===== src/rtl/dht11_uart_reporter.sv =====
// ---------------------------------------------------------------------------
// dht11_uart_reporter
//
// Takes one DHT11 measurement and sends it to a host PC as a fixed 17-byte
// ASCII line over a UART 8N1 transmit pin:
//
//     "T=ttt.f H=hhh.f" CR LF
//
// When the sensor reader pulses valid_in, the four measurement bytes are
// snapshotted. Both integer bytes then go through an 8-step shift-add-3
// binary-to-BCD conversion, running in parallel. After that the 17
// characters are sent back to back with no idle gap between frames.
//
// Ports:
//   clk         in   system clock, everything on the rising edge
//   rst         in   synchronous reset, active low
//   valid_in    in   one-cycle measurement-ready pulse
//   temp_int    in   temperature integer part (unsigned)
//   temp_dec    in   temperature decimal part (shown as min(value, 9))
//   hum_int     in   humidity integer part (unsigned)
//   hum_dec     in   humidity decimal part (shown as min(value, 9))
//   uart_tx     out  serial output, idle high, driven from a register
//   busy        out  high from acceptance until the last stop bit ends
//   drop_count  out  saturating count of valid_in pulses ignored while busy
// ---------------------------------------------------------------------------
module dht11_uart_reporter #(
    parameter int CLK_HZ = 50_000_000,
    parameter int BAUD   = 9600
) (
    input  logic       clk,
    input  logic       rst,
    input  logic       valid_in,
    input  logic [7:0] temp_int,
    input  logic [7:0] temp_dec,
    input  logic [7:0] hum_int,
    input  logic [7:0] hum_dec,
    output logic       uart_tx,
    output logic       busy,
    output logic [7:0] drop_count
);

    localparam int CLKS_PER_BIT = CLK_HZ / BAUD;
    localparam int CNT_W        = (CLKS_PER_BIT > 2) ? $clog2(CLKS_PER_BIT) : 1;
    localparam logic [CNT_W-1:0] LAST_CLK = CNT_W'(CLKS_PER_BIT - 1);

    localparam logic [1:0] ST_IDLE = 2'd0;
    localparam logic [1:0] ST_CONV = 2'd1;
    localparam logic [1:0] ST_SEND = 2'd2;

    localparam logic [4:0] LAST_CHAR = 5'd16;

    logic [1:0]       state_q,   state_d;
    logic [2:0]       convCnt_q, convCnt_d;
    logic [11:0]      tBcd_q,    tBcd_d;
    logic [7:0]       tBin_q,    tBin_d;
    logic [11:0]      hBcd_q,    hBcd_d;
    logic [7:0]       hBin_q,    hBin_d;
    logic [3:0]       tFrac_q,   tFrac_d;
    logic [3:0]       hFrac_q,   hFrac_d;
    logic [4:0]       charIdx_q, charIdx_d;
    logic [3:0]       bitIdx_q,  bitIdx_d;
    logic [CNT_W-1:0] clkCnt_q,  clkCnt_d;
    logic [7:0]       shift_q,   shift_d;
    logic             tx_q,      tx_d;
    logic             frameOn_q, frameOn_d;
    logic             lead_q,    lead_d;
    logic [7:0]       drop_q,    drop_d;

    // A decimal byte is shown as a single digit, so anything above 9
    // is clamped to 9.
    function automatic logic [3:0] clampDigit(input logic [7:0] v);
        return (v > 8'd9) ? 4'd9 : v[3:0];
    endfunction

    // Add 3 to a BCD digit of 5 or more before the shift, so that the
    // digit carries correctly into the next decade when doubled.
    function automatic logic [3:0] addThree(input logic [3:0] d);
        return (d >= 4'd5) ? d + 4'd3 : d;
    endfunction

    // One shift-add-3 step. The result is packed as {bcd[11:0], bin[7:0]}.
    function automatic logic [19:0] ddStep(input logic [11:0] bcd,
                                           input logic [7:0]  bin);
        logic [11:0] adj;
        adj = {addThree(bcd[11:8]), addThree(bcd[7:4]), addThree(bcd[3:0])};
        return {adj[10:0], bin, 1'b0};
    endfunction

    function automatic logic [7:0] asciiDigit(input logic [3:0] d);
        return 8'h30 + {4'h0, d};
    endfunction

    // Character at position idx of the output line.
    function automatic logic [7:0] charAt(input logic [4:0]  idx,
                                          input logic [11:0] tBcd,
                                          input logic [11:0] hBcd,
                                          input logic [3:0]  tFrac,
                                          input logic [3:0]  hFrac);
        logic [7:0] c;
        case (idx)
            5'd0:    c = "T";
            5'd1:    c = "=";
            5'd2:    c = asciiDigit(tBcd[11:8]);
            5'd3:    c = asciiDigit(tBcd[7:4]);
            5'd4:    c = asciiDigit(tBcd[3:0]);
            5'd5:    c = ".";
            5'd6:    c = asciiDigit(tFrac);
            5'd7:    c = " ";
            5'd8:    c = "H";
            5'd9:    c = "=";
            5'd10:   c = asciiDigit(hBcd[11:8]);
            5'd11:   c = asciiDigit(hBcd[7:4]);
            5'd12:   c = asciiDigit(hBcd[3:0]);
            5'd13:   c = ".";
            5'd14:   c = asciiDigit(hFrac);
            5'd15:   c = 8'h0D;
            5'd16:   c = 8'h0A;
            default: c = 8'h0A;
        endcase
        return c;
    endfunction

    // Next-state logic for the FSM, the converter, the UART framer and
    // the drop counter.
    always_comb begin
        state_d   = state_q;
        convCnt_d = convCnt_q;
        tBcd_d    = tBcd_q;
        tBin_d    = tBin_q;
        hBcd_d    = hBcd_q;
        hBin_d    = hBin_q;
        tFrac_d   = tFrac_q;
        hFrac_d   = hFrac_q;
        charIdx_d = charIdx_q;
        bitIdx_d  = bitIdx_q;
        clkCnt_d  = clkCnt_q;
        shift_d   = shift_q;
        tx_d      = tx_q;
        frameOn_d = frameOn_q;
        lead_d    = lead_q;
        drop_d    = drop_q;

        // A pulse that arrives while a line is in progress is only counted.
        // This includes the cycle in which the last stop bit ends.
        if (valid_in && (state_q != ST_IDLE) && (drop_q != 8'hFF)) begin
            drop_d = drop_q + 8'd1;
        end

        case (state_q)
            ST_IDLE: begin
                tx_d = 1'b1;
                if (valid_in) begin
                    state_d   = ST_CONV;
                    convCnt_d = 3'd0;
                    tBin_d    = temp_int;
                    hBin_d    = hum_int;
                    tBcd_d    = 12'd0;
                    hBcd_d    = 12'd0;
                    tFrac_d   = clampDigit(temp_dec);
                    hFrac_d   = clampDigit(hum_dec);
                end
            end

            ST_CONV: begin
                {tBcd_d, tBin_d} = ddStep(tBcd_q, tBin_q);
                {hBcd_d, hBin_d} = ddStep(hBcd_q, hBin_q);
                convCnt_d        = convCnt_q + 3'd1;
                if (convCnt_q == 3'd7) begin
                    state_d   = ST_SEND;
                    charIdx_d = 5'd0;
                    frameOn_d = 1'b0;
                    lead_d    = 1'b1;
                end
            end

            ST_SEND: begin
                if (!frameOn_q) begin
                    // One spare cycle after conversion places the first
                    // start bit exactly ten cycles after acceptance.
                    if (lead_q) begin
                        lead_d = 1'b0;
                    end else begin
                        frameOn_d = 1'b1;
                        tx_d      = 1'b0;
                        shift_d   = charAt(charIdx_q, tBcd_q, hBcd_q, tFrac_q, hFrac_q);
                        bitIdx_d  = 4'd0;
                        clkCnt_d  = '0;
                    end
                end else if (clkCnt_q != LAST_CLK) begin
                    clkCnt_d = clkCnt_q + CNT_W'(1);
                end else begin
                    clkCnt_d = '0;
                    // bitIdx: 0 = start, 1..8 = data LSB first, 9 = stop
                    if (bitIdx_q < 4'd8) begin
                        tx_d     = shift_q[0];
                        shift_d  = {1'b0, shift_q[7:1]};
                        bitIdx_d = bitIdx_q + 4'd1;
                    end else if (bitIdx_q == 4'd8) begin
                        tx_d     = 1'b1;
                        bitIdx_d = 4'd9;
                    end else if (charIdx_q == LAST_CHAR) begin
                        state_d   = ST_IDLE;
                        frameOn_d = 1'b0;
                        tx_d      = 1'b1;
                    end else begin
                        // The next start bit follows the stop bit directly.
                        charIdx_d = charIdx_q + 5'd1;
                        tx_d      = 1'b0;
                        shift_d   = charAt(charIdx_q + 5'd1, tBcd_q, hBcd_q, tFrac_q, hFrac_q);
                        bitIdx_d  = 4'd0;
                    end
                end
            end

            default: begin
                state_d = ST_IDLE;
                tx_d    = 1'b1;
            end
        endcase
    end

    // State registers. A reset abandons any partial frame right away.
    always_ff @(posedge clk) begin
        if (!rst) begin
            state_q   <= ST_IDLE;
            convCnt_q <= 3'd0;
            tBcd_q    <= 12'd0;
            tBin_q    <= 8'd0;
            hBcd_q    <= 12'd0;
            hBin_q    <= 8'd0;
            tFrac_q   <= 4'd0;
            hFrac_q   <= 4'd0;
            charIdx_q <= 5'd0;
            bitIdx_q  <= 4'd0;
            clkCnt_q  <= '0;
            shift_q   <= 8'd0;
            tx_q      <= 1'b1;
            frameOn_q <= 1'b0;
            lead_q    <= 1'b0;
            drop_q    <= 8'd0;
        end else begin
            state_q   <= state_d;
            convCnt_q <= convCnt_d;
            tBcd_q    <= tBcd_d;
            tBin_q    <= tBin_d;
            hBcd_q    <= hBcd_d;
            hBin_q    <= hBin_d;
            tFrac_q   <= tFrac_d;
            hFrac_q   <= hFrac_d;
            charIdx_q <= charIdx_d;
            bitIdx_q  <= bitIdx_d;
            clkCnt_q  <= clkCnt_d;
            shift_q   <= shift_d;
            tx_q      <= tx_d;
            frameOn_q <= frameOn_d;
            lead_q    <= lead_d;
            drop_q    <= drop_d;
        end
    end

    assign uart_tx    = tx_q;
    assign busy       = (state_q != ST_IDLE);
    assign drop_count = drop_q;

endmodule

===== config.mk =====
export PLATFORM = sky130hd
export DESIGN_NAME = dht11_uart_reporter
export DESIGN_NICKNAME = d
export VERILOG_FILES = /design/src/rtl/dht11_uart_reporter.sv
export SDC_FILE = /design/constraint.sdc
export NUM_CORES = 1
export LEC_CHECK = 0
export CORE_UTILIZATION = 35
export DETAILED_ROUTE_END_ITERATION = 10
export PLACE_DENSITY_LB_ADDON = 0.25
export REMOVE_ABC_BUFFERS = 1
export SYNTH_ARGS = -nofsm -noshare
export SYNTH_HDL_FRONTEND = slang
export SYNTH_SLANG_ARGS = --single-unit

===== constraint.sdc =====
create_clock -name clk -period 6.7 [get_ports clk]
set_input_delay 1.005 -clock clk [delete_from_list [all_inputs] [get_ports clk]]
set_output_delay 1.005 -clock clk [all_outputs]
set_load 0.05 [all_outputs]

=== Yosys cells after proc, flatten, opt, wreduce, memory -nomap -nowiden ===
Cells that the tools add are included.

* Flip-flop bits (word level): 94
* Input port bits: 35
* Output and inout bits: 10
* Word-level logic and storage cells: 187

* Add/sub/neg operators: 19
* Order comparisons: 9
* Equal/unequal tests: 53
* Mux-type cells: 67
* Bitwise logic cells: 1
* Reduce and logical (&&, ||, !) cells: 22

{| class="wikitable"
|+ Operators by type and width
! operator !! number
|-
| one-hot mux 7 bit (14 select lines) || 2
|-
| equality test 5 x 4 -> 1 bit (second input constant) || 16
|-
| 2-to-1 mux 8 bit || 8
|-
| adder 6 x 4 -> 7 bit (first input constant) || 8
|-
| 2-to-1 mux 4 bit || 12
|-
| one-hot mux 12 bit (2 select lines) || 2
|-
| equality test 5 x 3 -> 1 bit (second input constant) || 8
|-
| 2-to-1 mux 13 bit || 3
|-
| one-hot mux 8 bit (2 select lines) || 2
|-
| 2-to-1 mux 5 bit || 6
|-
| >= comparator 4 x 3 -> 1 bit (second input constant) || 6
|-
| != test 2 bit (second input constant) || 11
|-
| equality test 5 x 2 -> 1 bit (second input constant) || 4
|-
| adder 4 x 2 -> 4 bit (second input constant) || 4
|-
| greater-than comparator 8 x 4 -> 1 bit (second input constant) || 2
|-
| 2-to-1 mux 1 bit || 15
|-
| 2-to-1 mux 2 bit || 7
|-
| AND reduction 7 bit || 2
|-
| adder 13 x 1 -> 13 bit (second input constant) || 1
|-
| != test 13 bit (second input constant) || 1
|-
| 2-to-1 mux 12 bit || 1
|-
| != test 3 bit (second input constant) || 4
|-
| equality test 5 x 1 -> 1 bit (second input constant) || 2
|-
| zero test 5 bit || 2
|-
| 27 further kinds || 42
|}

=== Depth between registers and ports, before layout ===
* Word-level depth: 9
* Mapped depth: 11
* Gate-level depth less buffers: 9

=== Least setup slack after synthesis ===
Ideal clock, no wire load.

* Path type: register -> register
* Start: register charIdx_q[3]
* End: register shift_q[1]
* Setup time: 0.128 ns
* Data arrival time: 2.415 ns
* Required time: 6.572 ns
* Path slack: 4.157 ns
* Cell stages (with the launch flop): 12
* Buffers on the path: 4
* Period minus slack after synthesis: 2.543 ns
* Cell sequence: dfxtp_1 > buf_6 > buf_4 > buf_4 > and3_1 > ha_1 > clkbuf_1 > and2_1 > nand2_1 > o211a_1 > a221oi_2 > o22ai_1

* Word-level cells in the longest chain between the ends: 9
* Elaborated cells on any way between the ends: 48
* Those cells by class: 1 x add/sub; 32 x eq/ne; 8 x mux; 7 x reduce/logical

{| class="wikitable"
|+ Ends and longest elaborated chain
! item !! line !! source
|-
| from (decl) || 60 || <nowiki>logic [4:0] charIdx_q, charIdx_d;</nowiki>
|-
| from (signal assigned) || 250 || <nowiki>charIdx_q <= charIdx_d;</nowiki>
|-
| adder 5 x 1 -> 5 bit || 209 || <nowiki>shift_d = charAt(charIdx_q + 5'd1, tBcd_q, hBcd_q, tFrac_q, hFrac_q);</nowiki>
|-
| equality test 5 x 4 -> 1 bit, or another cell as far along || 100 || <nowiki>case (idx)</nowiki>
|-
| OR reduction 2 bit (no source line) || n/a ||
|-
| one-hot mux 7 bit (14 select lines) || 100 ||
|-
| 2-to-1 mux 8 bit || 201 || <nowiki>end else if (charIdx_q == LAST_CHAR) begin</nowiki>
|-
| 2-to-1 mux 8 bit || 198 || <nowiki>end else if (bitIdx_q == 4'd8) begin</nowiki>
|-
| 2-to-1 mux 8 bit || 194 || <nowiki>if (bitIdx_q < 4'd8) begin</nowiki>
|-
| 2-to-1 mux 8 bit || 189 || <nowiki>end else if (clkCnt_q != LAST_CLK) begin</nowiki>
|-
| 2-to-1 mux 8 bit || 177 || <nowiki>if (!frameOn_q) begin</nowiki>
|-
| to (signal assigned) || 253 || <nowiki>shift_q <= shift_d;</nowiki>
|-
| to (decl) || 63 || <nowiki>logic [7:0] shift_q, shift_d;</nowiki>
|}

Several ways; a longest one is shown, not always the timed one. The select of a mux whose other input is x is not followed.
A chain may end at the register's enable or synchronous reset.

=== Worst setup path in the final report ===
* Start: register charIdx_q[0]
* End: register shift_q[1]

Same word-level chain as after synthesis.

==> out/metrics.cfg <==
[floorplanning]
die_y_um = 131
dieWidth_um = 131
dieArea_um2 = 17100
start_util_pct = 36.2
io-pin-count = 45
fp.coreArea_um2 = 16100
row_count = 46

[setup_path]
rr_worst_depth = 9
required_ns = 6.93
worstPathArrival_ns = 3.30
r2r-start = charIdx_q[0]
critical_path_class = flop to flop
start_kind = flop
crit_path_max_fanout = 16
cp-end-kind = flop
worstSetupStartpoint = charIdx_q[0]
r2r_end = shift_q[1]
ff2ff_setup_slack_ns = 3.63

[hold_path]
worstHoldPathType = flop to flop
hp-start = hBin_q[7]
worstHoldPathCells = 2
hold_end = hBcd_q[0]

[status]
status = complete, no violations

[sta]
hold_viol = 0
fmax_mhz = 326
final-setup-viol-count = 0
setup_slack_ns = 3.63
worst_pin_slew_ns = 0.781
slew_headroom_pct = 47.9
setup_tns_ns = 0
fin_worst_skew_ns = 0.00892
finalCriticalPeriod_ns = 3.07
period_share_pct = 45.8
grt_setup_unrepaired = false
maxSlewViolCount = 0

[clocking]
cts.path.max_buffers = 2
numClockSinks = 93
cts_htree_levels = 3
holdBufCountCts = 0
post-cts-setup-buffer-count = 0
clock-root-buffer = clkbuf_16
numCtsBuffers = 9
clkTransAtPathRegs_ns = 0.07
cts_resized = 0
cts_tree = yes
clock_latency_ns = 0.36

[final_layout]
nNetsFinal = 826
fin_cells = 987
seq_area_um2 = 1860
multi_input_area_um2 = 3620
final_cell_mix = dfxtp_1, nand2_1, nor2_1
area_delta_synth_final_pct = 14.4
antennaDiodeCount = 0
final_util_pct = 41.5
nFillCells = 1648
layout_commonest_cell = dfxtp_1
drive_gt1_share_pct = 6.10

[synth]
synth-compound-area-share_pct = 24.2
yosysTopAreaCell = dfxtp_1
syn_area_um2 = 5820
synth-simple-area-share_pct = 25.8
synth_top_area_share_pct = 32.0
synth_seq_area_share_pct = 32.0
synthMuxAreaShare_pct = 3.42
ys_ff_latch = 93
synth_top_family_by_area = simple AND/OR/NAND/NOR gates
ys_warn_count = 0
async_flop_share_pct = 0
synth_cells = 755
synth_edf_count = 0
synth.distinct_cells = 75
avgSynthCellArea_um2 = 7.71
synth_area_leaders = dfxtp_1, nand2_1, a21oi_1, ha_1, nor2_1
synthAdderAreaFrac_pct = 5.16
synth_ff_type = dfxtp_1
synth_xor_area_share_pct = 3.59

[power_and_ir_drop]
power.density_nw_per_um2 = 180
leakagePower_nw = 2.28
ir_drop_uv = 126
power.total_mw = 1.20

[placed_design]
gp_congestion = 0.928
place_hpwl_mm = 10.2
place_inst = 972
pre_cts_slack_ns = 3.69
placement.io_buffers = 44

[global_route]
grt_antenna_before_repair = 0
grt_max_degree = 65
overflow = 0
grt_pass1_wl_mm = 24.9
gr-usage-all-layers_pct = 18.5
grt_pass1_vias = 4951

[route]
route.vias.total = 5404
first_pass_iters = 5
post_drt_wl_per_cell_um = 15.2
vias_per_cell = 5.48
ant_nets = 0
drt-initial-drc-count = 371
wirelength_mm = 15.0
drc = 0

[run]
cap_violations = 0

[cells in the mapped netlist (3+ instances only)]
library cell / count
nor3_1: 16
a221oi_1: 8
a22oi_1: 9
o221ai_1: 3
buf_4: 6
nor3b_1: 5
nand4_1: 6
a311oi_1: 15
a21boi_0: 3
xor2_1: 9
a211oi_1: 3
o31ai_1: 7
o21a_1: 8
nor2b_1: 10
nor2_1: 79
o22ai_1: 3
mux2i_1: 12
and2_1: 4
nand2b_1: 12
inv_1: 28
nand2_1: 87
or3_1: 6
clkbuf_1: 38
xnor2_1: 13
nor4_1: 4
and4_1: 4
a21oi_1: 61
dfxtp_1: 93
and3_1: 13
mux2_2: 5
a21o_1: 3
o21ai_0: 39
nand3_1: 36
ha_1: 24
buf_2: 4
a31oi_1: 14
o211ai_1: 9
a221o_1: 5
o21ai_1: 7
[power by group]
group	internal [mW]	total, mW	switching (mW)
Clock	0.289	0.519	0.230
Combinational	0.0405	0.0987	0.0582
Sequential	0.567	0.578	0.0111
[cell type report]
cell class / instances / share of cell area (%)
Multi-Input combinational cell: 581 / 54.4
Sequential cell: 93 / 28.0
Timing Repair Buffer: 52 / 7.52
Tap cell: 216 / 4.06
Clock buffer: 10 / 3.44
Inverter: 30 / 1.69
Clock inverter: 5 / 0.921
[critical path, cell delays in order, from the launching register on]
cell	delay, ns
dfxtp_1	0.43
ha_1	0.37
and3_1	0.22
ha_1	0.61
nand2_1	0.26
a21o_1	0.26
a21oi_1	0.19
nor4b_1	0.11
a221oi_2	0.35
o22ai_1	0.14
[layer usage]
layer  vias to the layer above  share of wire [%]  global-route usage [%]
met1                      2513                 51                    25.6
li1                       2745                  -                       -
met3                        23                4.1                    3.79
met2                       123                 43                    28.0
met4                         0                2.0                    7.78
met5                         -                  0                       0
[flip-flops by register name, indices dropped and copies added (netlist names), 2 cells and up]
| signal | count |
|---|---|
| clkCnt_q | 13 |
| charIdx_q | 5 |
| convCnt_q | 3 |
| tBcd_q | 12 |
| tFrac_q | 4 |
| tBin_q | 8 |
| hBcd_q | 12 |
| hFrac_q | 4 |
| state_q | 2 |
| drop_count | 8 |
| hBin_q | 8 |
| bitIdx_q | 4 |
| shift_q | 7 |
[cells by family (layout without fill, tap and decap cells)]
logic type,Yosys count,after routing
simple gates,302,302
compound gates,214,214
flops,93,93
buf+inv,81,97
fa+ha+maj,24,24
xor+xnor,23,23
mux,18,18
[metrics by stage]
step           hold slack (ns)  area [um2]
2_1_floorplan            0.432        5590
3_3_place_gp             0.440        6370
3_5_place_dp             0.453        6370
4_1_cts                  0.463        6660
5_1_grt                  0.493        6660
6_report                 0.457        6660
[worst max path at each step]
stage / end / depth (start not counted)
2_1_floorplan: shift_q[6] / 8
3_3_place_gp: shift_q[0] / 8
3_5_place_dp: shift_q[6] / 9
4_1_cts: shift_q[6] / 9
5_1_grt: shift_q[1] / 9
6_report: shift_q[1] / 9
No activity file was read; power rests on OpenSTA's default activity.
